## src/rtl/lfsr_seq_ctrl.sv

```systemverilog
// lfsr_seq_ctrl
//   Command-driven sequencer for an 8-bit Fibonacci LFSR. A (seed, length) job is
//   accepted over a valid/ready command port. The sequencer then streams exactly
//   `length` LFSR states over a valid/ready output port, with backpressure, and
//   pulses done when the job completes normally. abort cancels a running job.
//
// Ports
//   i_clk         clock, all state on posedge
//   i_rst_n       asynchronous active-low reset
//   i_cmd_valid   job request
//   o_cmd_ready   high only in IDLE
//   i_cmd_seed    LFSR seed, sampled on command handshake (zero is forced to 8'h01)
//   i_cmd_len     number of output beats, sampled on command handshake
//   i_abort       synchronous job cancel, effective in RUN only
//   o_out_valid   o_out_data holds a valid LFSR state
//   i_out_ready   consumer accepts the beat
//   o_out_data    current LFSR state
//   o_busy        high in RUN and DONE
//   o_done        one-cycle pulse at normal job completion
module lfsr_seq_ctrl #(
    parameter int unsigned CNT_W = 8
) (
    input  logic             i_clk,
    input  logic             i_rst_n,
    input  logic             i_cmd_valid,
    output logic             o_cmd_ready,
    input  logic [7:0]       i_cmd_seed,
    input  logic [CNT_W-1:0] i_cmd_len,
    input  logic             i_abort,
    output logic             o_out_valid,
    input  logic             i_out_ready,
    output logic [7:0]       o_out_data,
    output logic             o_busy,
    output logic             o_done
);

    typedef enum logic [1:0] {
        StIdle = 2'd0,
        StRun  = 2'd1,
        StDone = 2'd2
    } state_e;

    state_e           r_state;
    logic [7:0]       r_lfsr;
    logic [CNT_W-1:0] r_remain;

    logic [7:0]       w_lfsr_next;
    logic             w_fb;
    logic             w_beat;

    // Taps 4,3,2,0; shift right with feedback entering at bit 7.
    always_comb begin
        w_fb        = r_lfsr[4] ^ r_lfsr[3] ^ r_lfsr[2] ^ r_lfsr[0];
        w_lfsr_next = {w_fb, r_lfsr[7:1]};
    end

    // All handshake outputs are decoded from state only, so there is no
    // combinational path from i_out_ready to o_out_valid.
    always_comb begin
        o_cmd_ready = (r_state == StIdle);
        o_out_valid = (r_state == StRun);
        o_busy      = (r_state == StRun) || (r_state == StDone);
        o_done      = (r_state == StDone);
        o_out_data  = r_lfsr;
    end

    assign w_beat = o_out_valid && i_out_ready;

    always_ff @(posedge i_clk or negedge i_rst_n) begin
        if (!i_rst_n) begin
            r_state  <= StIdle;
            r_lfsr   <= 8'h01;
            r_remain <= '0;
        end else begin
            unique case (r_state)
                StIdle: begin
                    if (i_cmd_valid) begin
                        // All-zero is the LFSR lock-up state, so replace it.
                        r_lfsr   <= (i_cmd_seed == 8'h00) ? 8'h01 : i_cmd_seed;
                        r_remain <= i_cmd_len;
                        r_state  <= (i_cmd_len != '0) ? StRun : StDone;
                    end
                end
                StRun: begin
                    // A beat taken in the abort cycle still counts as delivered.
                    if (w_beat) begin
                        r_lfsr   <= w_lfsr_next;
                        r_remain <= r_remain - CNT_W'(1);
                    end
                    if (i_abort) begin
                        r_state <= StIdle;
                    end else if (w_beat && (r_remain == CNT_W'(1))) begin
                        r_state <= StDone;
                    end
                end
                StDone: begin
                    r_state <= StIdle;
                end
                default: begin
                    r_state <= StIdle;
                end
            endcase
        end
    end

endmodule

```

## config.mk

```make
export PLATFORM = sky130hd
export DESIGN_NAME = lfsr_seq_ctrl
export DESIGN_NICKNAME = d
export VERILOG_FILES = /design/src/rtl/lfsr_seq_ctrl.sv
export SDC_FILE = /design/constraint.sdc
export NUM_CORES = 1
export LEC_CHECK = 0
export CORE_MARGIN = 2
export CORE_UTILIZATION = 30
export CTS_CLUSTER_DIAMETER = 40
export CTS_CLUSTER_SIZE = 8
export DETAILED_ROUTE_END_ITERATION = 12
export MAX_ROUTING_LAYER = met4
export SLEW_MARGIN = 15
export SYNTH_ARGS = -nofsm -noshare
export SYNTH_HDL_FRONTEND = slang
export SYNTH_SLANG_ARGS = --single-unit
```

## constraint.sdc

```tcl
create_clock -name i_clk -period 2 [get_ports i_clk]
set_input_delay 0.4 -clock i_clk [delete_from_list [all_inputs] [get_ports i_clk]]
set_output_delay 0.4 -clock i_clk [all_outputs]
set_load 0.005 [all_outputs]
```

==> flow_summary.yaml <==
outcome:
  status: "finished, final reports clean"
timing:
  worstMarginPinSlew_ns: 0.543
  finalCritPeriodShare_pct: 97.3
  slew_headroom_pct: 63.5
  setup_tns_ns: 0
  setup_slack_ns: 0.0536
  worst_clock_skew_ns: 0.00459
  setup_violations: 0
  max_freq_mhz: 514
  rsz0062_at_grt: "no"
  slew_viol_final: 0
  min_period_ns: 1.95
  final_hold_viol_count: 0
clocking:
  cts_sinks: 18
  cts_tree: "built"
  htreeDepth: 1
  cts_buffer_depth: 2
  cts_setup_buffers: 0
  cts-root-buf: "clkbuf_8"
  postCtsHoldBufs: 0
  clk_pin_slew_ns: 0.07
  clk_latency_ns: 0.26
  numCtsBuffers: 3
critical_path:
  arrival_ns: 1.55
  critPathBufInv: 2
  worst_path_max_delay_cell: "clkdlybuf4s50_1"
  timing.rr.end: "r_remain[2]"
  crit_required_ns: 1.60
  worstPathCellList: "inv_1 > ha_1 > clkdlybuf4s50_1"
  worst-path-max-fanout: 3
  rrSetupSlack_ns: 0.31
  end_kind: "primary output"
  critical_path.top_delay_family: "buffers and inverters"
  reg2reg_from: "r_state[0]"
  cpPeakStageDelay_ns: 0.49
  r2r_cells: 7
  critPathKind: "flip-flop to primary output"
  start_kind: "flip-flop"
logic_synthesis:
  synth.area.top_cells: "dfrtp_1 37%, mux2i_1 8.6%, ha_1 5.4%"
  syn_avg_cell_area_um2: 9.14
  synth-seq-cells: 18
  syn-num-nets: 153
  netlist_area_um2: 1160
  synth_cells: 127
  yosysTopAreaCell: "dfrtp_1"
  yosysMostFrequentCell: "dfrtp_1"
  async_flop_share_pct: 100
  yosys.cell_types.count: 37
  ys_warn_count: 0
  synthFlopType: "dfrtp_1"
  synth_edf_count: 0
  synth_top_area_share_pct: 36.6
  synthTopCellsByCount: "17 x dfrtp_1, 14 x nand2_1, 10 x mux2i_1, 10 x o21ai_0"
  ys_seq_area_share_pct: 38.9
place:
  dp_hpwl_um: 2270
  place_congestion: 0.807
  postPlaceCellArea_um2: 1550
  io_buffers: 32
  pre_cts_ws_ns: 0.165
floorplanning:
  core-area_um2: 3690
  boundaryPins: 33
  start_util_pct: 31.5
  die_x_um: 66.2
  rows: 22
  die_area_um2: 4380
  die_h_um: 66.2
layout:
  design_area_um2: 1620
  drive_gt1_share_pct: 9.26
  area_delta_synth_final_pct: 39.1
  diodes: 0
  final_nets: 189
route:
  wire_per_inst_um: 13.8
  drc: 0
  viasPerCell: 5.11
  first_iter_violations: 62
  route.met2.wl_um: 1370
  maxUsedRoutingLayer: "met4"
  ant_nets: 0
  first_pass_iters: 4
  route.met3.wl_um: 218
  num_vias: 1073
  wl_met1_um: 1280
  drt-total-wl_um: 2910
global_routing:
  grt_max_degree: 19
  grt_pass1_wl_um: 5000
  grt_util_all_layers_pct: 15.2
  first_global_vias: 1084
  overflow: 0
  antenna_found_initial: 0
hold_path:
  hp-class: "input pin to asynchronous set/reset pin"
pwr:
  p_per_area_nw_per_um2: 1590
  peakVddDrop_uv: 624
  power_leakage_uw: 0.000662
flow_run:
  maxCapViolCount: 0
-- layout make-up --
type	instances	area, um2
Fill cell	393	2070
Multi-Input combinational cell	96	664
Sequential cell	18	452
Timing Repair Buffer	37	358
Tap cell	48	60.1
Clock buffer	4	55.1
Inverter	7	26.3
-- metal layers --
layer	global-route usage [%]	vias to the layer above
met4	3.83	0
li1	-	529
met3	3.58	4
met1	18.5	503
met2	25.4	37
met5	-	-
-- what timing repair did --
item	4_1_cts	5_1_grt
cloned	0	0
endpoints found under the setup margin	1	1
gates resized for setup	1	1
-- kinds of logic after synthesis --
family / synth area share (%)
AOI/OAI and AO/OA: 22.3
muxes: 8.62
and+or+nand+nor: 17.6
xor gates and xnor gates: 2.26
buffers and inverters: 4.96
DFF: 38.9
adders and majority gates: 5.39
-- registers in the layout, summed over array words and instances, names as in the netlist --
name / cells
o_out_data: 8
r_remain: 8
r_state: 2
-- layout by cell type (no fill, tap or decap), drive strengths merged --
master,n
inv,7
buf,5
nor2,7
nand2,14
o211ai,2
nand2b,4
a2bb2oi,1
and2,1
a211oi,2
xnor2,2
o21ai,11
nor3,2
mux2i,10
nor4,4
o211a,1
nand3,6
clkdlybuf4s50,32
or3,1
o32ai,1
dfstp,1
xor2,1
a21oi,7
clkbuf,4
o22a,2
a21bo,1
a41o,1
a22o,1
ha,5
a22oi,1
dfrtp,17
a31oi,3
o21a,2
o22ai,3
-- report_power, final --
group,total (uW),switching (uW),internal [uW],leakage [uW]
clock network,307,132,175,0.0000288
registers,786,222,564,0.000212
logic,1480,709,768,0.000422
total,2570,1060,1510,0.000662
-- through the flow --
stage,utilization (%),cells,hold slack (ns),total power [uW]
final,43.8,210,0.473,2570
after global routing,43.8,210,0.505,2810
after CTS,43.5,210,0.488,2580
after detailed placement,42.0,206,0.487,2270
after global placement,42.0,206,0.470,2240
after floorplan,-,127,0.104,1700
-- worst max-delay path by stage --
stage	from	end	slack [ns]	cells after the start
2_1_floorplan	r_state[0]	r_remain[3]	0.45	8
3_5_place_dp	i_cmd_valid	r_remain[2]	0.16	5
3_3_place_gp	i_cmd_len[6]	r_state[1]	0.12	5
6_report	r_state[0]	o_busy	0.05	3
4_1_cts	r_state[1]	o_out_valid	0.04	3
5_1_grt	r_state[0]	o_busy	0.01	3
(Power assumes the default switching activity.)
